### config.mk
export PLATFORM = sky130hd
export DESIGN_NAME = serial_adder
export DESIGN_NICKNAME = d
export VERILOG_FILES = /design/src/rtl/serial_adder.sv
export SDC_FILE = /design/constraint.sdc
export NUM_CORES = 1
export LEC_CHECK = 0
export CAP_MARGIN = 20
export CORE_ASPECT_RATIO = 1.25
export CORE_MARGIN = 5
export CORE_UTILIZATION = 43
export CTS_CLUSTER_DIAMETER = 80
export DETAILED_ROUTE_END_ITERATION = 16
export MAX_ROUTING_LAYER = met4
export PLACE_DENSITY = 0.7
export SETUP_SLACK_MARGIN = 0.02
export SLEW_MARGIN = 20
export SYNTH_ARGS = -nofsm -noshare
export SYNTH_HDL_FRONTEND = slang
export SYNTH_SLANG_ARGS = --single-unit
### constraint.sdc
create_clock -name Clk -period 1.06 [get_ports Clk]
set_input_delay 0.212 -clock Clk [delete_from_list [all_inputs] [get_ports Clk]]
set_output_delay 0.212 -clock Clk [all_outputs]
set_load 0.02 [all_outputs]
### src/rtl/serial_adder.sv
// Bit-serial adder: adds two WIDTH-bit operands plus carry-in, one bit per clock,
// LSB first. Busy is high while adding, Done pulses for one cycle with the result.
// Optional signed-overflow output Ovf is enabled by defining SERIAL_ADDER_OVF_EN.
module serial_adder #(
  parameter int unsigned WIDTH = 8
) (
  input  logic             Clk,
  input  logic             Reset,
  input  logic             Start,
  input  logic [WIDTH-1:0] A,
  input  logic [WIDTH-1:0] B,
  input  logic             Cin,
  output logic             Busy,
  output logic             Done,
  output logic [WIDTH-1:0] S,
  output logic             Cout
`ifdef SERIAL_ADDER_OVF_EN
  ,
  output logic             Ovf
`endif
);

  localparam int unsigned CNT_W = $clog2(WIDTH + 1);

  typedef enum logic [1:0] {
    IDLE,
    ADD,
    DONE
  } state_t;

  state_t           state;
  state_t           state_nxt;
  logic [WIDTH-1:0] a_sr;
  logic [WIDTH-1:0] b_sr;
  logic [WIDTH-1:0] s_reg;
  logic             carry;
  logic             cout_reg;
  logic [CNT_W-1:0] cnt;
  logic             sum_bit;
  logic             carry_nxt;
  logic             last_bit;
  logic             accept;
`ifdef SERIAL_ADDER_OVF_EN
  logic             ovf_reg;
`endif

  // Full-add of the current LSBs, last-bit detect and Start acceptance
  always_comb begin
    sum_bit   = a_sr[0] ^ b_sr[0] ^ carry;
    carry_nxt = (a_sr[0] & b_sr[0]) | (a_sr[0] & carry) | (b_sr[0] & carry);
    last_bit  = (cnt == CNT_W'(WIDTH - 1));
    accept    = Start && ((state == IDLE) || (state == DONE));
  end

  // Next-state logic; Start is only honoured in IDLE and DONE
  always_comb begin
    state_nxt = state;
    case (state)
      IDLE:    if (Start) state_nxt = ADD;
      ADD:     if (last_bit) state_nxt = DONE;
      DONE:    state_nxt = Start ? ADD : IDLE;
      default: state_nxt = IDLE;
    endcase
  end

  // State register with synchronous reset
  always_ff @(posedge Clk) begin
    if (Reset) state <= IDLE;
    else       state <= state_nxt;
  end

  // Datapath: operand load on accept, one shift/add step per ADD cycle
  always_ff @(posedge Clk) begin
    if (Reset) begin
      a_sr     <= '0;
      b_sr     <= '0;
      s_reg    <= '0;
      carry    <= 1'b0;
      cout_reg <= 1'b0;
      cnt      <= '0;
`ifdef SERIAL_ADDER_OVF_EN
      ovf_reg  <= 1'b0;
`endif
    end else if (accept) begin
      a_sr  <= A;
      b_sr  <= B;
      carry <= Cin;
      cnt   <= '0;
    end else if (state == ADD) begin
      a_sr  <= a_sr >> 1;
      b_sr  <= b_sr >> 1;
      s_reg <= {sum_bit, s_reg[WIDTH-1:1]};
      carry <= carry_nxt;
      cnt   <= cnt + 1'b1;
      if (last_bit) begin
        cout_reg <= carry_nxt;
`ifdef SERIAL_ADDER_OVF_EN
        // carry holds the carry into bit WIDTH-1 during the last step
        ovf_reg  <= carry ^ carry_nxt;
`endif
      end
    end
  end

  // Status and result outputs
  always_comb begin
    Busy = (state == ADD);
    Done = (state == DONE);
    S    = s_reg;
    Cout = cout_reg;
`ifdef SERIAL_ADDER_OVF_EN
    Ovf  = ovf_reg;
`endif
  end

endmodule

==> metrics.md, run 1 <==
| Metric | Value |
|---|---|
| Register area | 668 µm² |
| Root Driver | clkbuf_4 |
| Post-synth design cell area | 0.00131 mm² |
| Slew headroom | 0.799 |
| Pins over their slew limit | 0 |
| TritonCTS clock tree | built |
| Wirelength per Cell | 20.3 µm |
| Port-buffer cells | 30 |
| Pwr/cell area | 1220 mW/mm² |
| Synth Warn # | 0 |
| Worst slack, placed | -0.372 ns |
| CP arrival | 1.07 ns |
| Number of fill cells | 137 |
| Die area | 0.00425 mm² |
| Post-route setup TNS | -3.65 ns |
| Initial antenna violation count | 0 |
| Peak VDD IR | 0.00149 V |
| WS Path Type | reg -> out |
| CP endpoint kind | output pin |
| Min Tclk post-route | 1.28 ns |
| Die width | 59.3 µm |
| Multi-input combinational cell area | 956 µm² |
| Synth unique cells | 29 |
| Placed Cells | 225 |
| GP Congestion | 0.811 |
| Max Fclk | 0.782 GHz |
| Layout cells sized above 1 | 0.668 |
| Clock Latency Late Sink | 0.35 ns |
| Lkg Pwr | 0.000988 µW |
| Vias per inst | 5.62 |
| IO Pins | 31 |
| Most frequent cells in the layout | buf_6 (21), buf_4 (20), clkdlybuf4s50_1 (19) |
| First-pass DRT Iterations | 4 |
| Routed via count | 1405 |
| Sequential element share of the synthesized area | 0.490 |
| Hold Buf Count CTS | 0 |
| Crit path required time | 0.85 ns |
| Post-Syn Area per Cell | 8.78 µm² |
| CTS H-tree depth | 2 |
| RSZ-0062 raised after global routing | yes |
| Worst slew pin tran | 0.301 ns |
| Hold Crit Depth | 3 |
| # diodes | 0 |
| Failing checks | negative setup slack |
| Setup-failing EPs final | 34 |
| Drt initial violations | 98 |
| Initial Util | 0.444 |
| Layout area overhead | 95.9% |
| # rows | 22 |
| Finished Layout Cells | 250 |
| Top_reg_cell synth | dfxtp_1 |
| Gr ovfl total | 0 |
| Die Span Y | 71.7 µm |
| Period utilisation layout | 1.21 |
| Critical Path Fanout Max | 3 |
| Mapped Nets | 171 |
| DR DRC count | 0 |
| Num CTS Buffers | 5 |
| EDFF count, synth | 0 |
| Commonest non-fill, non-tap cell in the layout | buf_6 |
| Post-synth ARST share | 0 |
| Synthesized instance count | 149 |
| CP max stage delay | 0.36 ns |
| Cell Chain, Critical Path | nand2b_4 > clkinv_4 > buf_6 |
| Final Hold Viols | 0 |
| Worst path slowest cell | dfxtp_2 |
| Crit start category | flip-flop |
| CTS sink count | 32 |
| Largest net degree at the start of global routing | 29 |
| Core area | 0.00295 mm² |
| Clock transition at path regs | 0.10 ns |
| # Max-Cap Violations | 0 |
| Gr usage total | 0.240 |
| HP Class | in -> reg |
| Outcome | complete, but fails checks |
| Worst-case clock buffer depth | 2 |
| Layout Nets | 235 |
| Setup ws final | -0.219 ns |
| First-pass GRT wire length | 7380 µm |
| Vias in the first global route | 1508 |
| Worst Skew | 0.00677 ns |
| Dpl hpwl | 2150 µm |
| Register-to-Register Path Depth | 6 |
| Flops & latches, synth | 32 |
| WL final | 5080 µm |
| Final ANT Viol Nets | 0 |
-- final cells by class --
cell class / count / share of cell area
inverters: 3 / 0.00635
flip-flops and latches: 32 / 0.261
multi-input cells: 101 / 0.373
clock buffers: 6 / 0.0161
well taps: 36 / 0.0176
clock inverters: 2 / 0.0137
repair buffers: 70 / 0.312
-- through the flow --
stage	area [µm²]	hold WS (ns)	utilization	power, µW
4_1_cts	2340	0.422	0.793	2970
3_5_place_dp	1780	0.451	0.604	1770
5_1_grt	2560	0.439	0.870	3220
6_report	2560	0.455	0.870	3120
3_3_place_gp	1780	0.444	0.604	1760
2_1_floorplan	1340	0.348	-	1600
-- logic make-up (layout without fill, tap and decap cells) --
group,after synthesis,after routing,synth area share
and+or+nand+nor,61,61,0.230
adders and majority gates,2,2,0.0249
AOI/OAI and AO/OA,33,33,0.144
DFF,32,32,0.490
muxes,3,3,0.0230
buffers and inverters,16,81,0.0756
xor gates and xnor gates,2,2,0.0134
-- report_power, final --
| group | total [µW] | switching (µW) | internal, µW |
|---|---|---|---|
| Sequential | 1350 | 72.2 | 1270 |
| Combinational | 840 | 390 | 450 |
| Clock | 931 | 437 | 494 |
| Total | 3120 | 899 | 2220 |
-- metal layers --
layer  global-route usage  vias to the layer above  part of all wire
met5                    -                        -                 0
met4               0.0982                        0             0.021
met3               0.0468                       10             0.044
met2                0.422                       49              0.54
met1                0.255                      694              0.40
li1                     -                      652                 -
-- path summary, 6_finish.rpt --
path / from / endpoint / slack (ns)
worst max-delay path: state[1] / Busy / -0.22
worst min-delay path: B[7] / b_sr[7] / 0.45
worst max register to register: state[0] / b_sr[5] / -0.19
worst min register to register: b_sr[6] / b_sr[6] / 0.49
-- synthesized netlist by cell type (2+ instances only) --
| cell type | count | area, µm² |
|---|---|---|
| o21ai_0 | 4 | 20.0 |
| buf_4 | 2 | 15.0 |
| a22oi_1 | 3 | 22.5 |
| nor3_2 | 2 | 20.0 |
| nand2b_1 | 2 | 12.5 |
| inv_1 | 2 | 7.51 |
| or3_1 | 2 | 12.5 |
| buf_2 | 6 | 30.0 |
| nand2_1 | 23 | 86.3 |
| buf_6 | 3 | 33.8 |
| nor3_1 | 21 | 105 |
| nand3b_1 | 2 | 15.0 |
| dfxtp_1 | 32 | 641 |
| nand3_1 | 5 | 25.0 |
| o22ai_1 | 9 | 56.3 |
| a21oi_1 | 14 | 70.1 |
| a31oi_1 | 3 | 18.8 |
| mux2i_1 | 3 | 30.0 |
-- worst max-delay path, delay by kind of cell (launching register included) --
kind          cells  cell delay (ns)
flops             1             0.36
buf+inv           2             0.20
simple gates      1             0.17
-- registers in the layout, indices dropped and copies added (netlist names) --
signal / cells
S: 8
Cout: 1
cnt: 4
a_sr: 8
carry: 1
b_sr: 8
state: 2
-- repair_timing --
| item | CTS | global route |
|---|---|---|
| endpoints found under the setup margin | 42 | 43 |
| pin swaps | 34 | 18 |
| gates resized for setup | 149 | 45 |
| buffers inserted | 8 | 10 |
| cloned | 5 | 0 |
Power figures use the tool's default switching activity.
==> run 2: changes to the inputs <==
--- a/config.mk
+++ b/config.mk
@@ -8,11 +8,12 @@
 export CAP_MARGIN = 20
 export CORE_ASPECT_RATIO = 1.25
 export CORE_MARGIN = 5
-export CORE_UTILIZATION = 43
+export CORE_UTILIZATION = 45
 export CTS_CLUSTER_DIAMETER = 80
 export DETAILED_ROUTE_END_ITERATION = 16
+export DONT_BUFFER_PORTS = 1
 export MAX_ROUTING_LAYER = met4
-export PLACE_DENSITY = 0.7
+export PLACE_DENSITY = 0.59
 export SETUP_SLACK_MARGIN = 0.02
 export SLEW_MARGIN = 20
 export SYNTH_ARGS = -nofsm -noshare
==> metrics.md, run 2 (synthesis gave the netlist of run 1 again) <==
| Metric | Value |
|---|---|
| First-pass DRT Iterations | 4 (unchanged) |
| Vias per inst | 5.56 (-1.0%) |
| Worst Skew | 0.00783 ns (+0.00106 ns) |
| Final Hold Viols | 28 (+28) |
| Gr usage total | 0.170 (-0.0701) |
| Lkg Pwr | 0.000603 µW (-39%) |
| Hold slack | -0.0691 ns (-0.524 ns) |
| Vias in the first global route | 1155 (-23%) |
| Initial Util | 0.478 (+0.0346) |
| Initial antenna violation count | 0 (unchanged) |
| # Max-Cap Violations | 0 (unchanged) |
| # diodes | 0 (unchanged) |
| Clock Latency Late Sink | 0.33 ns (-0.02 ns) |
| Die area | 0.00409 mm² (-3.8%) |
| Period utilisation layout | 1.16 (-0.0462) |
| TritonCTS clock tree | built |
| HP Class | in -> reg |
| Number of fill cells | 250 (+82%) |
| RSZ-0062 raised after global routing | yes |
| Die width | 58.2 µm (-1.9%) |
| CTS sink count | 32 (unchanged) |
| Design Power | 2430 µW (-22%) |
| Dpl hpwl | 2010 µm (-6.4%) |
| Max Fclk | 0.813 GHz (+4.0%) |
| Most frequent cells in the layout | nand2_1 (23), dfxtp_1 (18), nor3_1 (16) |
| Peak VDD IR | 0.000865 V (-42%) |
| Layout Nets | 186 (-21%) |
| Min Tclk post-route | 1.23 ns (-0.0490 ns) |
| CP endpoint kind | output pin |
| Layout area overhead | 25.6% |
| Crit path required time | 0.85 ns (about the same) |
| Gr ovfl total | 0 (unchanged) |
| Post-layout util | 0.601 (-0.268) |
| Routed via count | 1107 (-21%) |
| CP arrival | 1.02 ns (-0.05 ns) |
| Die Span Y | 70.3 µm (-1.9%) |
| Commonest non-fill, non-tap cell in the layout | nand2_1 |
| Layout cells sized above 1 | 0.382 (-0.286) |
| First-pass GRT wire length | 5140 µm (-30%) |
| Crit start category | flip-flop |
| WS Path Type | reg -> out |
| Wirelength per Cell | 14.9 µm (-27%) |
| Failing checks | negative hold slack, negative setup slack |
| IO Pins | 31 (unchanged) |
| # rows | 21 (-4.5%) |
| Outcome | complete, but fails checks |
| Final ANT Viol Nets | 0 (unchanged) |
| WL final | 2960 µm (-42%) |
| Worst-case clock buffer depth | 2 (unchanged) |
| Core area | 0.00273 mm² (-7.2%) |
| Worst slew pin tran | 0.229 ns (-0.0719 ns) |
| Pins over their slew limit | 0 (unchanged) |
| Setup-failing EPs final | 30 (-12%) |
| Clock transition at path regs | 0.10 ns (about the same) |
| Num CTS Buffers | 5 (unchanged) |
| Slew headroom | 0.847 (+0.0482) |
| Pwr/cell area | 1480 mW/mm² (+22%) |
| Critical Path Fanout Max | 4 (+1) |
| DR DRC count | 0 (unchanged) |
| Largest net degree at the start of global routing | 31 (+6.9%) |
| Root Driver | clkbuf_4 |
| CTS H-tree depth | 2 (unchanged) |
| Drt initial violations | 42 (-57%) |
| GP Congestion | 0.787 (-2.9%) |
| Port-buffer cells | 0 (-100%) |
| Setup ws final | -0.170 ns (+0.0490 ns) |
==> run 2: worst max-delay path, stage by stage (launching register included) <==
cell and delay [ns]:
dfxtp_2 0.35, nand2b_4 0.17, clkinv_8 0.05, buf_6 0.12
==> run 2: per-stage QoR <==
step | setup WS (ns) | std cells | setup TNS [ns] | area [µm²]
after detailed placement | -0.0806 | 187 | -1.30 | 1430
after floorplan | -0.0504 | 149 | -0.552 | 1340
final | -0.170 | 199 | -2.61 | 1640
after global routing | -0.221 | 199 | -4.79 | 1640
after global placement | -0.0718 | 187 | -0.770 | 1430
after CTS | -0.185 | 199 | -2.39 | 1620
==> run 2: final cells by class <==
class                      count  area (µm²)  area share
clock buffer                   6        51.3      0.0312
clock inverter                 2        10.0     0.00609
inverter                       3        23.8      0.0145
multi-input combinational    101         657       0.400
sequential                    32         661       0.402
tap                           34        42.5      0.0259
timing repair buffer          20         181       0.110
timing repair inverter         1        16.3     0.00990
==> run 2: repair_timing <==
action,CTS,global route
cloned,1,0
hold endpoints to repair,28,28
gates resized for setup,29,5
buffers inserted,4,0
setup endpoints to repair,41,35
pin swaps,1,0
==> run 2: power by group <==
part           switching (µW)  internal [µW]  leakage [µW]  total, µW
clock                     409            315     0.0000380        724
sequential               53.6           1270      0.000269       1330
combinational             197            185      0.000297        382
==> run 2: worst paths after layout <==
kind | from | end | slack, ns | cells after the start
min | Reset | state[1] | -0.07 | 1
min reg2reg | b_sr[7] | b_sr[7] | 0.47 | 2
max reg2reg | state[1] | b_sr[2] | -0.13 | 5
max | state[1] | Busy | -0.17 | 3
==> run 2: per-layer routing <==
| layer | part of all wire | global-route usage | vias up |
|---|---|---|---|
| met5 | 0 | - | - |
| met4 | 0.036 | 0.106 | 0 |
| met3 | 0.050 | 0.0534 | 9 |
| met2 | 0.47 | 0.256 | 34 |
| met1 | 0.44 | 0.191 | 513 |
| li1 | - | - | 551 |
